File: src/rtl/inst_loader_pkg.sv
// Shared definitions for the instruction loader: FSM state encoding,
// host command bytes and the per-state byte-ready decode.
package inst_loader_pkg;

    typedef logic [2:0] state_t;

    localparam state_t ST_IDLE   = 3'd0;
    localparam state_t ST_CNT_LO = 3'd1;
    localparam state_t ST_CNT_HI = 3'd2;
    localparam state_t ST_WORD   = 3'd3;
    localparam state_t ST_WRITE  = 3'd4;
    localparam state_t ST_CHK    = 3'd5;
    localparam state_t ST_DONE   = 3'd6;
    localparam state_t ST_RUN    = 3'd7;

    localparam logic [7:0] CMD_LOAD = 8'h01;
    localparam logic [7:0] CMD_STEP = 8'h02;
    localparam logic [7:0] CMD_RUN  = 8'h03;
    localparam logic [7:0] CMD_STOP = 8'h04;

    // Bytes are refused only while a word is being written or a load is closing.
    function automatic logic rx_ready_for(input state_t st);
        return (st != ST_WRITE) && (st != ST_DONE);
    endfunction

endpackage

File: src/rtl/inst_loader_if.sv
// Byte-stream, halt and instruction-memory/fetch-control signals of the loader.
// master: host/pipeline side, slave: the loader itself.
interface inst_loader_if #(
    parameter int unsigned NBITS  = 32,
    parameter int unsigned BYTE_W = 8
);
    logic [BYTE_W-1:0] i_rx_data;
    logic              i_rx_valid;
    logic              o_rx_ready;
    logic              i_halt;
    logic              o_inst_mem_wr_en;
    logic [NBITS-1:0]  o_inst_mem_addr;
    logic [NBITS-1:0]  o_inst_mem_data;
    logic              o_step;
    logic              o_running;
    logic              o_load_done;
    logic              o_err;

    modport master (
        output i_rx_data, i_rx_valid, i_halt,
        input  o_rx_ready, o_inst_mem_wr_en, o_inst_mem_addr, o_inst_mem_data,
        input  o_step, o_running, o_load_done, o_err
    );

    modport slave (
        input  i_rx_data, i_rx_valid, i_halt,
        output o_rx_ready, o_inst_mem_wr_en, o_inst_mem_addr, o_inst_mem_data,
        output o_step, o_running, o_load_done, o_err
    );

endinterface

File: src/rtl/inst_loader_word_assembler.sv
// Little-endian word assembler: collects BYTE_W-wide bytes into an NBITS word,
// first byte in the least-significant lane. o_word/o_word_done are valid in the
// cycle the last byte of a word is presented with i_en.
module inst_loader_word_assembler #(
    parameter int unsigned NBITS  = 32,
    parameter int unsigned BYTE_W = 8
) (
    input  logic              i_clk,
    input  logic              i_rst,
    input  logic              i_clear,
    input  logic              i_en,
    input  logic [BYTE_W-1:0] i_byte,
    output logic [NBITS-1:0]  o_word,
    output logic              o_word_done
);

    localparam int unsigned NBYTES = NBITS / BYTE_W;
    localparam int unsigned IDX_W  = (NBYTES > 1) ? $clog2(NBYTES) : 1;

    logic [IDX_W-1:0]        idx_q;
    // Holds the bytes already received; the incoming byte completes the top lane.
    logic [NBITS-BYTE_W-1:0] shift_q;

    assign o_word      = {i_byte, shift_q};
    assign o_word_done = i_en && (idx_q == IDX_W'(NBYTES - 1));

    // Byte index and shift register advance on every accepted data byte
    always_ff @(posedge i_clk or posedge i_rst) begin
        if (i_rst) begin
            idx_q   <= '0;
            shift_q <= '0;
        end else if (i_clear) begin
            idx_q   <= '0;
            shift_q <= '0;
        end else if (i_en) begin
            shift_q <= o_word[NBITS-1:BYTE_W];
            idx_q   <= o_word_done ? '0 : idx_q + 1'b1;
        end
    end

endmodule

File: src/rtl/inst_loader.sv
// Instruction loader: decodes host command bytes, loads N little-endian words into
// instruction memory at byte addresses 0, 4, 8, ... and drives the fetch step/run
// enables. Optional INST_LOADER_CHECKSUM_EN adds a trailing XOR checksum byte.
module inst_loader
    import inst_loader_pkg::*;
#(
    parameter int unsigned NBITS     = 32,
    parameter int unsigned BYTE_W    = 8,
    parameter int unsigned MEM_DEPTH = 256
) (
    input  logic i_clk,
    input  logic i_rst,
    inst_loader_if.slave bus
);

    localparam int unsigned CNT_W = 2 * BYTE_W;

`ifdef INST_LOADER_CHECKSUM_EN
    localparam state_t ST_AFTER_LOAD = ST_CHK;
`else
    localparam state_t ST_AFTER_LOAD = ST_DONE;
`endif

    state_t            state_q, state_d;
    logic              err_q, err_d;
    logic [BYTE_W-1:0] cnt_lo_q, cnt_lo_d;
    logic [CNT_W-1:0]  count_q, count_d;
    logic [CNT_W-1:0]  word_idx_q, word_idx_d;
    logic [CNT_W-1:0]  count_next;

    logic              rx_ready_q;
    logic              step_q;
    logic              running_q;
    logic              wr_en_q;
    logic              load_done_q;
    logic [NBITS-1:0]  addr_q;
    logic [NBITS-1:0]  data_q;

    logic              accept;
    logic              asm_en;
    logic              load_start;
    logic              step_pulse;
    logic [NBITS-1:0]  word;
    logic              word_done;

    assign accept = bus.i_rx_valid && rx_ready_q;
    assign asm_en = accept && (state_q == ST_WORD);

    inst_loader_word_assembler #(
        .NBITS (NBITS),
        .BYTE_W(BYTE_W)
    ) u_word_assembler (
        .i_clk      (i_clk),
        .i_rst      (i_rst),
        .i_clear    (load_start),
        .i_en       (asm_en),
        .i_byte     (bus.i_rx_data),
        .o_word     (word),
        .o_word_done(word_done)
    );

`ifdef INST_LOADER_CHECKSUM_EN
    logic [BYTE_W-1:0] chk_q;

    // Running XOR of every data byte of the current load
    always_ff @(posedge i_clk or posedge i_rst) begin
        if (i_rst) begin
            chk_q <= '0;
        end else if (load_start) begin
            chk_q <= '0;
        end else if (asm_en) begin
            chk_q <= chk_q ^ bus.i_rx_data;
        end
    end
`endif

    // Command decode, load sequencing and run/halt control
    always_comb begin
        state_d    = state_q;
        err_d      = err_q;
        cnt_lo_d   = cnt_lo_q;
        count_d    = count_q;
        word_idx_d = word_idx_q;
        step_pulse = 1'b0;
        load_start = 1'b0;
        count_next = {bus.i_rx_data, cnt_lo_q};

        case (state_q)
            ST_IDLE: begin
                if (accept) begin
                    case (bus.i_rx_data)
                        CMD_LOAD: begin
                            state_d    = ST_CNT_LO;
                            err_d      = 1'b0;
                            load_start = 1'b1;
                        end
                        CMD_STEP: step_pulse = 1'b1;
                        // A RUN while already halted would only re-halt; drop it.
                        CMD_RUN: if (!bus.i_halt) state_d = ST_RUN;
                        CMD_STOP: begin
                        end
                        default: err_d = 1'b1;
                    endcase
                end
            end

            ST_CNT_LO: begin
                if (accept) begin
                    cnt_lo_d = bus.i_rx_data;
                    state_d  = ST_CNT_HI;
                end
            end

            ST_CNT_HI: begin
                if (accept) begin
                    count_d    = count_next;
                    word_idx_d = '0;
                    if (count_next == '0) begin
                        state_d = ST_AFTER_LOAD;
                    end else if (32'(count_next) > MEM_DEPTH) begin
                        err_d   = 1'b1;
                        state_d = ST_IDLE;
                    end else begin
                        state_d = ST_WORD;
                    end
                end
            end

            ST_WORD: begin
                if (word_done) state_d = ST_WRITE;
            end

            ST_WRITE: begin
                word_idx_d = word_idx_q + 1'b1;
                if (word_idx_q == count_q - CNT_W'(1)) state_d = ST_AFTER_LOAD;
                else                                   state_d = ST_WORD;
            end

`ifdef INST_LOADER_CHECKSUM_EN
            ST_CHK: begin
                if (accept) begin
                    if (bus.i_rx_data == chk_q) begin
                        state_d = ST_DONE;
                    end else begin
                        err_d   = 1'b1;
                        state_d = ST_IDLE;
                    end
                end
            end
`endif

            ST_DONE: state_d = ST_IDLE;

            ST_RUN: begin
                // Halt and STOP share one exit; other bytes are swallowed.
                if (bus.i_halt || (accept && (bus.i_rx_data == CMD_STOP))) state_d = ST_IDLE;
            end

            default: state_d = ST_IDLE;
        endcase
    end

    // State, load bookkeeping and registered outputs (decoded from next state)
    always_ff @(posedge i_clk or posedge i_rst) begin
        if (i_rst) begin
            state_q     <= ST_IDLE;
            err_q       <= 1'b0;
            cnt_lo_q    <= '0;
            count_q     <= '0;
            word_idx_q  <= '0;
            rx_ready_q  <= 1'b0;
            step_q      <= 1'b0;
            running_q   <= 1'b0;
            wr_en_q     <= 1'b0;
            load_done_q <= 1'b0;
            addr_q      <= '0;
            data_q      <= '0;
        end else begin
            state_q     <= state_d;
            err_q       <= err_d;
            cnt_lo_q    <= cnt_lo_d;
            count_q     <= count_d;
            word_idx_q  <= word_idx_d;
            rx_ready_q  <= rx_ready_for(state_d);
            step_q      <= step_pulse || (state_d == ST_RUN);
            running_q   <= (state_d == ST_RUN);
            wr_en_q     <= (state_d == ST_WRITE);
            load_done_q <= (state_d == ST_DONE);
            if (word_done) begin
                addr_q <= NBITS'({word_idx_q, 2'b00});
                data_q <= word;
            end
        end
    end

    assign bus.o_rx_ready       = rx_ready_q;
    assign bus.o_step           = step_q;
    assign bus.o_running        = running_q;
    assign bus.o_inst_mem_wr_en = wr_en_q;
    assign bus.o_inst_mem_addr  = addr_q;
    assign bus.o_inst_mem_data  = data_q;
    assign bus.o_load_done      = load_done_q;
    assign bus.o_err            = err_q;

endmodule

File: src/flat_wrapper.sv
// flat-port wrapper written by rule: the top's interface ports become plain ports
module inst_loader_flat import inst_loader_pkg::*;
#(
    parameter int unsigned NBITS     = 32,
    parameter int unsigned BYTE_W    = 8,
    parameter int unsigned MEM_DEPTH = 256
)
  (i_clk, i_rst, bus_i_rx_data, bus_i_rx_valid, bus_i_halt, bus_o_rx_ready, bus_o_inst_mem_wr_en, bus_o_inst_mem_addr, bus_o_inst_mem_data, bus_o_step, bus_o_running, bus_o_load_done, bus_o_err);
  inst_loader_if #(.NBITS(NBITS), .BYTE_W(BYTE_W)) bus_i ();
  input  logic i_clk;
  input  logic i_rst;
  input wire logic [$bits(bus_i.i_rx_data)-1:0] bus_i_rx_data;
  input wire logic [$bits(bus_i.i_rx_valid)-1:0] bus_i_rx_valid;
  input wire logic [$bits(bus_i.i_halt)-1:0] bus_i_halt;
  output wire logic [$bits(bus_i.o_rx_ready)-1:0] bus_o_rx_ready;
  output wire logic [$bits(bus_i.o_inst_mem_wr_en)-1:0] bus_o_inst_mem_wr_en;
  output wire logic [$bits(bus_i.o_inst_mem_addr)-1:0] bus_o_inst_mem_addr;
  output wire logic [$bits(bus_i.o_inst_mem_data)-1:0] bus_o_inst_mem_data;
  output wire logic [$bits(bus_i.o_step)-1:0] bus_o_step;
  output wire logic [$bits(bus_i.o_running)-1:0] bus_o_running;
  output wire logic [$bits(bus_i.o_load_done)-1:0] bus_o_load_done;
  output wire logic [$bits(bus_i.o_err)-1:0] bus_o_err;
  assign bus_i.i_rx_data = bus_i_rx_data;
  assign bus_i.i_rx_valid = bus_i_rx_valid;
  assign bus_i.i_halt = bus_i_halt;
  assign bus_o_rx_ready = bus_i.o_rx_ready;
  assign bus_o_inst_mem_wr_en = bus_i.o_inst_mem_wr_en;
  assign bus_o_inst_mem_addr = bus_i.o_inst_mem_addr;
  assign bus_o_inst_mem_data = bus_i.o_inst_mem_data;
  assign bus_o_step = bus_i.o_step;
  assign bus_o_running = bus_i.o_running;
  assign bus_o_load_done = bus_i.o_load_done;
  assign bus_o_err = bus_i.o_err;
  inst_loader #(.NBITS(NBITS), .BYTE_W(BYTE_W), .MEM_DEPTH(MEM_DEPTH)) u_core (.i_clk(i_clk), .i_rst(i_rst), .bus(bus_i));
endmodule
File: config.mk
export PLATFORM = sky130hd
export DESIGN_NAME = inst_loader_flat
export DESIGN_NICKNAME = d
export VERILOG_FILES = /design/src/rtl/inst_loader_pkg.sv /design/src/rtl/inst_loader_if.sv /design/src/rtl/inst_loader_word_assembler.sv /design/src/rtl/inst_loader.sv /design/src/flat_wrapper.sv
export SDC_FILE = /design/constraint.sdc
export NUM_CORES = 1
export LEC_CHECK = 0
export BUFFER_PORTS_ARGS = -buffer_cell sky130_fd_sc_hd__buf_2
export CAP_MARGIN = 20
export CELL_PAD_IN_SITES_DETAIL_PLACEMENT = 1
export CELL_PAD_IN_SITES_GLOBAL_PLACEMENT = 1
export CORE_AREA = 2 2 108 131
export CTS_CLUSTER_SIZE = 10
export DETAILED_ROUTE_END_ITERATION = 8
export DIE_AREA = 0 0 110 133
export PLACE_DENSITY_LB_ADDON = 0.1
export SLEW_MARGIN = 20
export SYNTH_ARGS = -nofsm -noshare
export SYNTH_HDL_FRONTEND = slang
export SYNTH_SLANG_ARGS = --single-unit
File: constraint.sdc
create_clock -name i_clk -period 4 [get_ports i_clk]
set_input_delay 0.2 -clock i_clk [delete_from_list [all_inputs] [get_ports i_clk]]
set_output_delay 0.2 -clock i_clk [all_outputs]
set_load 0.1 [all_outputs]
# [Word level (Yosys, flattened, before mapping)]
# Index checks and enable logic that the tools add are counted.
[classes] n_addsub=3 mul=0 n_div=0 n_lt_le_gt_ge=1 n_eq_ne=21 shift=0 n_mux=30 n_bitwise=0 n_reduce_logical=17
[op_table] op="24-bit two-way mux" n=2
[op_table] op="16-bit case mux with 2 select lines" n=1
[op_table] op="3-bit two-way mux" n=8
[op_table] op="3-bit case mux with 6 select lines" n=1
[op_table] op="16-bit by 1-bit adder with 16-bit output, second input constant" n=1
[op_table] op="16-bit equality test" n=1
[op_table] op="8-bit by 2-bit equality test with 1-bit output, second input constant" n=2
[op_table] op="16-bit by 9-bit > comparator with 1-bit output, second input constant" n=1
[op_table] op="16-bit zero test" n=1
[op_table] op="16-bit two-way mux" n=1
[op_table] op="16-bit by 1-bit subtractor with 16-bit output, second input constant" n=1
[op_table] op="3-bit equality test, second input constant" n=5
[op_table] op="1-bit two-way mux" n=10
[op_table] op="8-bit by 1-bit equality test with 1-bit output, second input constant" n=1
[op_table] op="8-bit by 3-bit equality test with 1-bit output, second input constant" n=1
[op_table] op="2-bit two-way mux" n=4
[op_table] op="3-bit by 2-bit equality test with 1-bit output, second input constant" n=2
[op_table] op="2-bit by 1-bit inequality test with 1-bit output, second input constant" n=3
[op_table] op="3-bit inequality test, second input constant" n=2
[op_table] op="3-bit case mux with 2 select lines" n=1
[op_table] op="2-bit AND reduction" n=3
[op_table] op="6-bit AND reduction" n=1
[op_table] op="2-bit nonzero test" n=3
[op_table] op="1-bit logical AND" n=5
[op_table] op="other kinds (8)" n=11
[totals] regBits=123 latchBits=0 mem_bits_rw=0 rom_bits=0 input_bits=12 output_inout_bits=70 memories=0

# [Logic depth before layout (Yosys ltp)]
# Gate-level depths: netlist of run 1.
[depth] word_depth=7 mapped_depth=9 mapped_depth_nobuf=9

# [By module]
# Synthesis of run 1 repeated with hierarchy kept, for this count alone.
[hier_totals] cells_unflattened=497 hier_area_um2=5841.9
[modules_own_cells] module="inst_loader" instances=1 cells_per_inst=402 area_per_inst_um2=4683.2
[modules_own_cells] module="inst_loader_word_assembler" instances=1 cells_per_inst=95 area_per_inst_um2=1158.6

# [Worst setup path after synthesis of run 1]
# Ideal clock, no wire load.
[synth_timing] kind="register to register" startpoint="reg u_core.rx_ready_q (netlist: u_core.bus.o_rx_ready)" endpoint="reg u_core.addr_q[10] (netlist: u_core.bus.o_inst_mem_addr[10])" setup_time_ns=0.068 arrival_ns=2.942 required_ns=3.932 setup_slack_ns=0.990 path_stages_with_launch=10 path_buffers=2 synth_period_minus_slack_ns=3.010 path_cell_list="dfrtp_1 and2_1 nand2_1 nor2_1 nand2_1 inv_1 clkbuf_1 clkbuf_1 nand2_1 nand2_1"
[synth_between] elab_chain_len=3
[synth_rtl] element="start, declared" line_no="inst_loader.sv:31" text="logic rx_ready_q;"
[synth_rtl] element="start signal, assigned" line_no="inst_loader.sv:184" text="rx_ready_q <= rx_ready_for(state_d);"
[synth_rtl] element="1-bit logical AND" line_no="inst_loader.sv:46" text="assign accept = bus.i_rx_valid && rx_ready_q;"
[synth_rtl] element="1-bit logical AND" line_no="inst_loader.sv:47" text="assign asm_en = accept && (state_q == ST_WORD);"
[synth_rtl] element="1-bit logical AND" line_no="inst_loader_word_assembler.sv:25" text="assign o_word_done = i_en && (idx_q == IDX_W'(NBYTES - 1));"
[synth_rtl] element="end signal, assigned" line_no="inst_loader.sv:190" text="addr_q <= NBITS'({word_idx_q, 2'b00});"
[synth_rtl] element="end, declared" line_no="inst_loader.sv:36" text="logic [NBITS-1:0] addr_q;"
# Every way passes these cells.
# A chain may end at the register's enable or synchronous reset.

# [Final worst setup path of run 1]
[layout_timing] startpoint="reg u_core.count_q[0]" endpoint="reg u_core.rx_ready_q (netlist: u_core.bus.o_rx_ready)"
[layout_between] elab_chain_len=6 word_cells_on_any_way=7 classes_between="add/sub: 1; eq/ne: 3; mux: 2; reduce/logical: 1"
[layout_rtl] element="start, declared" line_no="inst_loader.sv:27" text="logic [CNT_W-1:0] count_q, count_d;"
[layout_rtl] element="start signal, assigned" line_no="inst_loader.sv:182" text="count_q <= count_d;"
[layout_rtl] element="16-bit by 1-bit subtractor with 16-bit output (*)" line_no="inst_loader.sv:135" text="if (word_idx_q == count_q - CNT_W'(1)) state_d = ST_AFTER_LOAD;"
[layout_rtl] element="16-bit equality test (*)" line_no="inst_loader.sv:135"
[layout_rtl] element="3-bit two-way mux (*)" line_no="inst_loader.sv:135"
[layout_rtl] element="3-bit case mux with 6 select lines (*)" line_no="inst_loader.sv:88" text="case (state_q)"
[layout_rtl] element="3-bit inequality test" line_no="inst_loader_pkg.sv:23" text="return (st != ST_WRITE) && (st != ST_DONE);"
[layout_rtl] element="1-bit logical AND (*)" line_no="inst_loader_pkg.sv:23"
# Every way passes the cells marked *; elsewhere a longest branch is shown, timed or not.

==> results.md, run 1 <==
Finish:
- Registers take 3080 sq um.
- The count of nets after finishing is about 660.
- In the final layout, the share of cells above drive strength 1 is 22.6%.
- The number of inserted filler cells in the final layout is 1518.
- The number of antenna diodes in the final layout is 0.
- The area growth from synthesis to layout is 17.4%.
- In the layout the commonest cells are 152 x nand2_1, 123 x dfrtp_1, 65 x buf_2.
- Leaving out fill and tap cells, the most frequent cell in the layout is nand2_1.
- The area of the multi-input gates is 2500 sq um.

Detailed routing:
- The wire length per cell after detailed routing is about 18 um.
- The number of search-and-repair iterations in the first detailed-routing pass is 4.
- The overall via count from detail_route is 4412.
- For this block, the routed nets add up to between 10000 and 15000 um of wire.
- The number of DRC violations after detailed routing is 0.
- The antenna violation net count after detailed routing is 0.
- In this run, the number of DRC markers left after iteration 0 of detailed routing was ~190.
- The via-per-instance ratio is 5.32.

Placement:
- After legalization and detailed placement, the total HPWL measured 10500 um.
- The quantity of I/O buffers inserted on ports is between 60 and 70.
- The pre-CTS setup slack is 1090 ps.
- The global placer's final weighted congestion is 0.849.

Critical path:
- The worst-case register-to-register setup slack is 1110 ps.
- The nature of the critical path startpoint is a register.
- The critical path launch point is u_core.count_q[0].
- The critical path in this run is classified as reg -> reg.
- Data arrives at the worst endpoint at 3150 ps.
- The worst reg-to-reg path cell count is 8.
- The worst setup path is captured at a register.
- The endpoint identified for the worst register-to-register timing path is u_core.bus.o_rx_ready.
- The startpoint identified for the worst register-to-register timing path is u_core.count_q[0].
- Along the worst path, the maximum fanout reaches 5.
- At the worst endpoint, the required time is 4260 ps.
- The end point of the critical path is u_core.bus.o_rx_ready.

Synthesis:
- The multiplexer fraction of the synthesized cell area is 12.3%.
- Counting flops with a built-in enable in the synthesized netlist gives 0.
- The register bit count reported by yosys is around 120.
- The synthesized netlist devotes 21.0% of its cell area to simple gates.
- The top cell type by area accounts for between 50 and 60% of the synthesized area.
- The gate count of the mapped netlist is a little under 600.
- The xor/xnor share of the synthesized area is 2.88%.
- Summing the areas of all fa, ha and maj instances in the mapped netlist gives 0.651% of the synthesized area.
- dfrtp_1 takes more of the synthesized area than any other cell.
- The sequential cell area fraction in the yosys report is 53.4%.
- The total of warnings raised by yosys is 0.
- After synthesis the cells add up to just under 6000 sq um.
- The post-synthesis area per instance is 9.90 sq um.
- After synthesis, the share of flip-flops with an asynchronous set or reset is 100%.
- The post-synthesis compound-gate area fraction is approximately 5%.
- In the synthesized netlist the dominant register cell turns out to be dfrtp_1.
- By area, the combinational part of the netlist is dominated by simple AND/OR/NAND/NOR gates.
- The post-synthesis cell type count is 48.
- Ranked by total cell area, the synthesized netlist is headed by dfrtp_1 53%, nand2_1 9.9%, mux2_2 6.4%.

Floorplanning:
- The chip width is ~110 um.
- The I/O pin count is just over 80.
- The area of the core region is approximately 13000 sq um.
- For this configuration, the core starts out at a cell density of 42.8%.
- The die covers 14600 sq um.
- The number of placement rows is 47.
- The die height is around 130 um.

Clocking:
- The clock slew seen by the registers of the worst setup and hold paths is 60 ps.
- Clock tree synthesis found a total of 123 sinks.
- The deepest level of the CTS H-tree is 4.
- The maximum count of clock buffers along a single path is 2.
- Clock tree synthesis inserted a total of 17 buffers.
- The clock tree from TritonCTS is done.
- In this run the clock root is driven by a clkbuf_16.
- The insertion delay of the later-clocked pin in the worst-skew pair is between 400 and 500 ps.
- The hold buffer count at CTS is 0.
- The buffers inserted during post-CTS setup optimization is 0.
- Once the clock tree was built, the resizer swapped 0 gates to a different size.

Power:
- The clock share of power is around 37%.
- The total internal power is 2640 uW.
- The share of total power consumed by net switching is 33.3%.
- The cell leakage power is 0.00347 uW.
- The power share of the sequential group is between 40 and 50%.
- The areal power density over the cells is just under 600 nW/um^2.
- Of the total power, combinational logic draws a little over a fifth.
- The analysis attributes to net switching a power of 1320 uW.
- Across the VDD grid, the largest voltage drop is 0.284 mV.

Timing:
- The final hold slack is -48.9 ps.
- Of the available clock period, the critical path in the final layout requires 72.2%.
- After layout, the worst setup slack is ~1100 ps.
- After routing, the total negative slack on setup checks comes to 0 ps.
- The headroom to the max-slew limit is 42.5%.
- The time the worst path needs with I/O delays and setup is 2890 ps.
- Setup repair after global routing left no endpoint under its margin.
- The worst clock skew is 7.97 ps.
- Setup violations remaining at the end of the flow were counted as 0.
- At the pin with the least slew margin, the transition time is 862 ps.
- The fmax is 346 MHz.
- The count of endpoints failing hold in the final timing report is 34.
- The number of max-slew violations in the final report came to 0.

Run:
- The tool flagged a number of max-cap violations equal to 0.

GRT:
- Global routing consumed, over all layers together, 22.2% of the routing resources.
- The via count of the first global-routing pass is 4854.
- The global-route wire length before repair is 24800 um.
- The initial antenna violation count came to 0.
- The pin count of the biggest net entering global routing is 69.
- For this run the aggregate overflow at the end of global routing stands at 0.

Run status:
- The flow ran to the end, but the final reports show violations.
- The final reports fail on negative hold slack.

Min path:
- The worst hold path class is in -> async.
==> power by group through the flow <==
stage	clock network, uW	registers (uW)	logic, uW
floorplan	0	1550	734
global placement	0	1680	801
detailed placement	0	1680	841
CTS	1490	1660	850
global route	1540	1700	955
finish	1450	1670	840
==> worst max-delay path, stage by stage (launching register included) <==
cell and delay, ps:
dfrtp_1 420, inv_1 90, ha_1 200, or4b_4 500, or4_4 460, or3_1 360
a221o_1 370, nor3_1 220, o21ai_0 110
==> area by class of cell <==
class / count / share of cell area, %
Sequential cell: 123 / 45.4
Multi-Input combinational cell: 424 / 36.9
Clock buffer: 21 / 6.94
Timing Repair Buffer: 73 / 5.69
Tap cell: 171 / 3.16
Clock inverter: 11 / 1.40
Inverter: 7 / 0.425
==> metrics by stage <==
| stage | total power (uW) | util (%) | cells | hold WS, ps | area [sq um] |
|---|---|---|---|---|---|
| finish | 3960 | 50.3 | 830 | -48.9 | 6770 |
| global route | 4190 | 50.3 | 830 | 54.2 | 6770 |
| CTS | 4000 | 50.3 | 830 | 7.47 | 6770 |
| detailed placement | 2530 | 46.1 | 798 | 452 | 6210 |
| global placement | 2480 | 46.1 | 798 | 430 | 6200 |
| floorplan | 2280 | - | 598 | 305 | 5830 |
==> Yosys cell counts, types with 2 or more instances <==
| cell | n |
|---|---|
| mux2_2 | 33 |
| a211oi_1 | 2 |
| inv_1 | 7 |
| nor2_1 | 48 |
| xnor2_1 | 12 |
| nand4_1 | 3 |
| xor2_1 | 7 |
| nor2b_1 | 5 |
| o31ai_1 | 2 |
| o211ai_1 | 2 |
| clkbuf_1 | 23 |
| and3_1 | 5 |
| or2_2 | 3 |
| mux2i_1 | 34 |
| a31oi_1 | 4 |
| o21ai_0 | 22 |
| nand2_1 | 152 |
| nor3_1 | 7 |
| o2111a_1 | 2 |
| or3_1 | 3 |
| buf_4 | 16 |
| nand2b_1 | 3 |
| nor4_1 | 6 |
| a21oi_1 | 5 |
| nor3b_1 | 3 |
| or4_4 | 2 |
| and2_1 | 3 |
| dfrtp_1 | 123 |
| ha_1 | 3 |
| nand3_1 | 18 |
| buf_2 | 3 |
| nor4b_1 | 2 |
| or4_1 | 5 |
==> worst min path at each step <==
stage,from,to,slack (ps),depth (start not counted)
finish,i_rst,u_core.word_idx_q[8],-50,2
global route,i_rst,u_core.bus.o_inst_mem_addr[10],50,2
CTS,i_rst,u_core.bus.o_inst_mem_addr[10],7,2
detailed placement,i_rst,u_core.bus.o_inst_mem_addr[11],450,2
global placement,i_rst,u_core.bus.o_inst_mem_addr[11],430,2
floorplan,bus_i_rx_data[2],u_core.bus.o_inst_mem_data[26],310,2
==> sequential cells by signal, indices dropped and copies added, names as in the netlist, 2 cells and up <==
signal                           count
u_core.bus.o_inst_mem_data          32
u_core.u_word_assembler.idx_q        2
u_core.state_q                       3
u_core.word_idx_q                   16
u_core.count_q                      16
u_core.bus.o_inst_mem_addr          16
u_core.u_word_assembler.shift_q     24
u_core.cnt_lo_q                      8
==> layer usage <==
metal  vias to the layer above  track usage [%]  share of wire (%)
met5                         -                0                  0
met4                         0             9.00                2.8
met3                        30             5.76                3.5
met2                        80             38.0                 54
met1                      2248             25.9                 40
li1                       2054                -                  -
==> logic make-up (layout without fill, tap and decap cells) <==
| family | count (synthesis) | count (layout) |
|---|---|---|
| other cells | 1 | 16 |
| flops | 123 | 123 |
| simple gates | 272 | 272 |
| xor+xnor | 19 | 19 |
| fa+ha+maj | 3 | 3 |
| mux | 67 | 67 |
| compound gates | 47 | 47 |
| buf+inv | 51 | 112 |
Power figures use the tool's default switching activity.
==> inputs of run 2 (changes only) <==
--- a/config.mk
+++ b/config.mk
@@ -9,10 +9,10 @@
 export CAP_MARGIN = 20
 export CELL_PAD_IN_SITES_DETAIL_PLACEMENT = 1
 export CELL_PAD_IN_SITES_GLOBAL_PLACEMENT = 1
-export CORE_AREA = 2 2 108 131
+export CORE_AREA = 2 2 113 137
 export CTS_CLUSTER_SIZE = 10
 export DETAILED_ROUTE_END_ITERATION = 8
-export DIE_AREA = 0 0 110 133
+export DIE_AREA = 0 0 115 139
 export PLACE_DENSITY_LB_ADDON = 0.1
 export SLEW_MARGIN = 20
 export SYNTH_ARGS = -nofsm -noshare
==> constraint.sdc (replaced) <==
create_clock -name i_clk -period 2.3 [get_ports i_clk]
set_input_delay 0.115 -clock i_clk [delete_from_list [all_inputs] [get_ports i_clk]]
set_output_delay 0.115 -clock i_clk [all_outputs]
set_load 0.1 [all_outputs]
==> run 2 against run 1 <==
  * Clock skew fell by 0.72 ps
  * Largest cell class unchanged
  * Cell count rose by 6.1%
  * Final area rose by 5.7%
  * Critical endpoint is now u_core.bus.o_load_done
  * Clock power rose by 72%
  * Worst hold slack improved by 74 ps
  * Die area rose by 9.3%
  * Power rose by 82%
  * The run ends with negative setup slack left
==> results.md, run 2 (synthesis gave the netlist of run 1 again) <==
Power:
- The share of total power dissipated in combinational logic is 26.9%.
- The share of total power dissipated in the clock network is 34.6%.
- Of the total power, registers draw 38.5%.
- The net switching component of the power is 2450 uW.
- The share of total power consumed by net switching is between 30% and 40%.
- The areal power density over the cells is 1010 nW/um^2.
- The total internal power is ~4800 uW.
- VDD sags by at most 0.490 mV.
- The post-layout total power is 7210 uW.
- The analysis attributes to cell leakage a power of 0.00368 uW.

Floorplanning:
- The die outline area is roughly 16000 sq um.
- The initial standard-cell utilization of the core is 39.2%.
- The chip width is 115 um.
- The die is 139 um tall.
- In this run the count of I/O pins placed on the die edge is slightly above 80.
- The core region is 14700 sq um.
- The number of placement rows is 49.

Finish:
- After the last flow step, the layout net total stands at 705.
- The register with the most flip-flops in the layout has 32 of them.
- The core utilization of the finished layout is 48.7%.
- The commonest non-fill, non-tap cell in the layout is nand2_1.
- The ratio of cells with drive above 1 in the final layout is 27.9%.
- The synthesis-to-layout area growth is 24.1%.
- The count of antenna diodes in the layout is 0.
- The final non-filler cell total is 881.
- The library cells used most frequently in the layout, excluding fill and tap cells, are 152 x nand2_1, 122 x dfrtp_1, 65 x buf_2.

GRT:
- The global-route wire length before repair is 25400 um.
- Global routing used 20.4% of the available tracks across all layers.
- The initial antenna violation count came to 0.
- Entering global routing, the biggest net connects 57 pins.
- Global routing finished with a remaining overflow of 0.
- The via count of the first global-routing pass is 4884.

Timing:
- The number of max-slew violations in the final report was 0.
- The count of endpoints failing hold in the final timing report is 0.
- The fmax is 375 MHz.
- The final hold slack is 25.3 ps.
- Setup repair after global routing could not meet its margin everywhere.
- Setup violations remaining at the end of the flow were counted as 4.
- For the final database, setup skew stands at 7.25 ps.
- The final worst-path cycle share is 116%.
- The routed design could run at a clock period as short as 2670 ps.
- In the post-route analysis, the smallest setup slack over all paths is -369 ps.

Critical path:
- Together, buffers and inverters on the worst path number 1.
- The nature of the critical path startpoint is a register.
- The endpoint arrival time on the critical path is 3030 ps.
- The type of element capturing the critical path is a register.
- The critical path class is reg -> reg.
- The slowest stage of the critical path is the or4b_4 cell.
- The maximum single-stage delay on the critical path is 470 ps.
- The critical path goes through inv_2 -> ha_4 -> or4b_4 -> or4_4 -> or3_1 -> a221o_1 -> o21ai_2 -> o2111a_1.
- Among cell families on the critical path, the largest total delay comes from simple AND/OR/NAND/NOR gates.
- Data on the critical path is required at its endpoint by 2660 ps.
- Along the worst path, the maximum fanout reaches 4.

Clocking:
- The clock slew seen by the registers of the worst setup and hold paths is 60 ps.
- The insertion delay of the later-clocked pin in the worst-skew pair is about 420 ps.
- In this run the clock root is driven by a clkbuf_16.
- The clock tree from TritonCTS is done.
- The deepest level of the CTS H-tree is 4.
- For this design, the sink count on the clock tree is between 100 and 150.
- The number of clock buffers added by TritonCTS is 17.
- The maximum count of clock buffers along a single path is 2.

Detailed routing:
- The via-per-instance ratio is 5.12.
- The first routing iteration left 140 violations.
- In the final routed layout, each cell accounts on average for 17.4 um.
- In the routed design, unresolved DRC markers number 0.
- The detailed router placed roughly 4500 vias in this run.
- The routed design has 15400 um of wire.
- The number of search-and-repair iterations in the first detailed-routing pass is 4.
- In this run the remaining antenna-violating nets after routing total 0.

Run:
- The count of max-cap constraint violations is 0.

Min path:
- In this run the worst hold path is classified as in -> reg.

Run status:
- The checks that failed: negative setup slack.
- The flow ran to the end, but the final reports show violations.

Placement:
- The post-placement cell count is 840.
- Detailed placement ended at an HPWL of 11100 um.
- Routability-driven placement finished with a final weighted congestion of 0.794.
- Buffers placed on the I/O ports in this run total 65.
## run 2: cell count changes in the layout (fill, tap and decap cells not counted), sizes merged
cell	previous run	this run
clkinv	7	5
clkbuf	21	18
buf	73	113
bufinv	1	0
clkinvlp	3	4
inv	7	12
dlygate4sd3	0	4
## run 2: worst register-to-register path, cell delays in order (launching register included)
cell      delay (ps)
dfrtp_1          390
inv_2             80
ha_4             130
or4b_4           470
or4_4            470
or3_1            370
a221o_1          350
o21ai_2          160
o2111a_1         190
## run 2: through the flow
stage,worst slack [ps],instance area (sq um),TNS (ps)
final,-369,7160,-1350
after CTS,-410,7140,-1480
after global placement,-297,6510,-1070
after global routing,-454,7160,-1670
after detailed placement,-422,6510,-1570
after floorplan,-287,5850,-1050
## run 2: final timing paths
path	from	end	slack, ps	depth (start not counted)
min	bus_i_rx_data[2]	u_core.count_q[10]	30	3
max	u_core.count_q[1]	u_core.bus.o_load_done	-370	8
min in group asynchronous	i_rst	u_core.bus.o_inst_mem_addr[7]	270	3
max reg2reg	u_core.count_q[1]	u_core.bus.o_load_done	-370	8
max in group asynchronous	i_rst	u_core.u_word_assembler.shift_q[18]	1390	4
min reg2reg	u_core.bus.o_inst_mem_addr[6]	u_core.bus.o_inst_mem_addr[6]	470	2
## run 2: what timing repair did
action                                  in CTS  in global routing
gates resized for setup                      5                  1
hold buffers                                 4                  0
setup buffers                                3                  2
endpoints found under the setup margin       4                  4
pin swaps                                    4                  3
endpoints found under the hold margin       21                  0
## run 2: final cells by class
| cell class | count | area (sq um) |
|---|---|---|
| clock inverters | 14 | 113 |
| inverters | 7 | 30.0 |
| repair buffers | 117 | 751 |
| fillers | 1685 | 7550 |
| multi-input cells | 424 | 2530 |
| clock buffers | 18 | 439 |
| well taps | 178 | 223 |
| flip-flops and latches | 123 | 3080 |
## run 2: per-layer routing
metal	GRT usage, %	routed length, um
met4	7.36	293
met1	23.7	6340
met2	35.8	8230
met5	0	0
met3	5.73	498
## run 2: power by group through the flow
stage          sequential [uW]  clock, uW  combinational, uW
2_1_floorplan             2690          0               1280
3_3_place_gp              2790          0               1790
3_5_place_dp              2810          0               1850
4_1_cts                   2780       2550               1930
5_1_grt                   2830       2630               2150
6_report                  2780       2500               1940
==> inputs of run 3 (changes only) <==
--- a/config.mk
+++ b/config.mk
@@ -14,6 +14,7 @@
 export DETAILED_ROUTE_END_ITERATION = 8
 export DIE_AREA = 0 0 115 139
 export PLACE_DENSITY_LB_ADDON = 0.1
+export RECOVER_POWER = 50
 export SLEW_MARGIN = 20
 export SYNTH_ARGS = -nofsm -noshare
 export SYNTH_HDL_FRONTEND = slang
==> run 3 against run 2 <==
  * The flow still finishes with violations (negative setup slack)
  * Global-route usage did not move
  * Non-clock buffer count did not move
  * Wire length barely moved
  * Core utilization fell by 0.41 points
  * Largest cell class unchanged
  * Critical path depth did not move
==> results.md, run 3 (synthesis gave the netlist of run 1 again) <==
Timing:
- The final-report setup violation count is 4.
- Between clock sinks in the finished design, the worst skew comes to 7.66 ps.
- The routed design could run at a clock period as short as roughly 2700 ps.
- The headroom to the max-slew limit is 20.0%.
- The number of max-slew violations in the final report came to 0.
- The count of endpoints failing hold in the final timing report was 0.
- In the finished design, the share of the clock period the worst path needs comes to 116%.
- Setup repair after global routing could not meet its margin everywhere.
- The setup slack of the critical path after layout is -372 ps.
- The fmax is 374 MHz.
- For the pin with the worst max-slew slack, the measured transition is 1210 ps.

Critical path:
- In this run the critical register-to-register path is captured at u_core.bus.o_load_done.
- The maximum net fanout on the critical path is 4.
- The end point of the critical path is u_core.bus.o_load_done.
- In this run the worst setup path begins at u_core.count_q[1].
- The worst setup path is of the reg -> reg kind.
- STA puts the critical path data arrival time at 3030 ps.
- The type of element capturing the critical path is a register.
- The worst register-to-register path has a setup slack of -370 ps.
- The required time at the endpoint of the critical path is approximately 2700 ps.
- The worst reg-to-reg path cell count is 8.
- The worst setup path is launched from a register.
- In this run the critical register-to-register path is launched from u_core.count_q[1].

Detailed routing:
- The wire length per cell after detailed routing is around 17 um.
- The via-per-instance ratio is slightly above 5.
- The first routing iteration left 138 violations.
- The number of search-and-repair iterations in the first detailed-routing pass is 4.
- The detail route stage leaves a number of antenna-violating nets equal to 0.
- Summed over all layers, the routed wires come to 15400 um.
- Summing over every cut layer, the via total after detailed routing is 4522.
- In the routed design, unresolved DRC markers number 0.

Floorplanning:
- The I/O pin count is 82.
- Measured along the y axis, the die boundary spans 139 um.
- The floorplan step defined a die boundary enclosing 16000 sq um.
- The area of the core region is about 15000 sq um.
- The chip width is 115 um.
- Once the floorplan was initialized, standard cells occupied 39.2% of the core.
- The floorplan has 49 rows.

GRT:
- The initial antenna violation count came to 0.
- The global-route wire length before repair is between 20000 and 30000 um.
- The via count of the first global-routing pass is 4884.
- The global route total overflow is 0.
- The pin count of the biggest net entering global routing is 57.
- The total routing usage reported by global routing is about a fifth.

Clocking:
- The deepest level of the CTS H-tree is 4.
- The clock tree from TritonCTS is done.
- Buffers inserted during clock tree synthesis total 17.
- Counting every sink on the clock net gives 123.
- No sink is reached through more buffers than the 2 on the longest clock path.
- The tree is rooted in a clkbuf_16.
- Clock-pin slew was measured on the worst setup and hold paths at 60 ps.
- For the worst-skew pair, the clock arrives at the later sink with an insertion delay of 420 ps.

Power:
- For this design the ratio of total power to cell area is 1010 nW/um^2.
- Summed over all cells, the static leakage comes to 0.00356 uW.
- The maximum vdd ir drop is just under 0.5 mV.

Min path:
- The min-delay analysis places its worst path in the category in -> reg.

Run status:
- The final reports fail on negative setup slack.
- The run finished, with violations left.

Placement:
- The post-placement cell count is 840.
- The global placer's final weighted congestion is 0.794.
- The half-perimeter wire length after placement is 11100 um.
- The count of buffers added on input and output ports is 65.

Finish:
- The count of nets after finishing is between 700 and 800.
- The final non-filler cell total is 881.
- Relative to the synthesized area, the layout overhead comes to 23.1%.
- The count of antenna diodes in the layout is 0.
- The commonest non-fill, non-tap cell in the layout is nand2_1.
- The layout has approximately 1700 filler cells.
- The library cells used most frequently in the layout, excluding fill and tap cells, are 152 x nand2_1, 122 x dfrtp_1, 47 x nor2_1.
- The ratio of cells with drive above 1 in the final layout is between 20% and 30%.
- The core utilization of the finished layout is between 40% and 50%.
- The register with the most flip-flops in the layout has 32 of them.

Run:
- The count of max-cap constraint violations is 0.
==> run 3: changes by cell type in the layout (fill, tap and decap cells not counted) <==
cell | before | now
clkinvlp_2 | 0 | 1
clkinvlp_4 | 4 | 3
clkbuf_4 | 0 | 2
buf_12 | 2 | 0
buf_2 | 65 | 39
clkbuf_1 | 0 | 26
==> run 3: per-layer routing <==
metal  vias up  routed length (um)  GRT usage [%]
met4         0                 295           7.36
li1       2157                   -              -
met5         -                   0              0
met2        65                8200           35.8
met1      2280                6360           23.7
met3        20                 494           5.73
==> run 3: power by group <==
part | switching [uW] | leakage, uW | internal [uW]
sequential | 336 | 0.00166 | 2440
clock | 1070 | 0.000267 | 1430
combinational | 1050 | 0.00162 | 885
total | 2450 | 0.00356 | 4750
==> run 3: final cells by class <==
| type | instances | area (sq um) | area share (%) |
|---|---|---|---|
| sequential | 123 | 3080 | 43.4 |
| multi-input combinational | 424 | 2530 | 35.6 |
| timing repair buffer | 117 | 693 | 9.76 |
| clock buffer | 18 | 439 | 6.18 |
| tap | 178 | 223 | 3.14 |
| clock inverter | 14 | 113 | 1.59 |
| inverter | 7 | 27.5 | 0.388 |
==> run 3: repair_timing <==
action	in CTS	in global routing
pin swaps	4	3
hold buffers	4	0
setup buffers	3	2
endpoints found under the setup margin	4	4
resized for setup	5	1
hold endpoints to repair	21	0
==> run 3: critical path, cell delays in order, from the launching register on <==
cell	delay, ps
dfrtp_1	390
inv_2	80
ha_4	130
or4b_4	470
or4_4	470
or3_1	370
a221o_1	350
o21ai_2	160
o2111a_1	190
==> run 3: worst min-delay path by stage <==
| stage | from | endpoint | slack (ps) | depth (start not counted) |
|---|---|---|---|---|
| finish | bus_i_rx_data[2] | u_core.count_q[10] | 30 | 3 |
| global route | bus_i_rx_data[2] | u_core.count_q[10] | 30 | 3 |
| CTS | bus_i_rx_data[2] | u_core.count_q[10] | 10 | 3 |
| detailed placement | i_rst | u_core.word_idx_q[5] | 180 | 2 |
| global placement | i_rst | u_core.bus.o_inst_mem_addr[4] | 170 | 2 |
| floorplan | bus_i_rx_data[2] | u_core.bus.o_inst_mem_data[26] | 220 | 2 |
==> run 3: through the flow <==
stage | TNS, ps | power (uW) | instance area, sq um | worst slack [ps] | hold WS [ps]
after floorplan | -1050 | 3970 | 5850 | -287 | 220
after global placement | -1070 | 4580 | 6510 | -297 | 168
after detailed placement | -1570 | 4660 | 6510 | -422 | 180
after CTS | -1480 | 7260 | 7140 | -410 | 11.7
after global routing | -1670 | 7600 | 7100 | -454 | 34.9
final | -1360 | 7200 | 7100 | -372 | 25.7
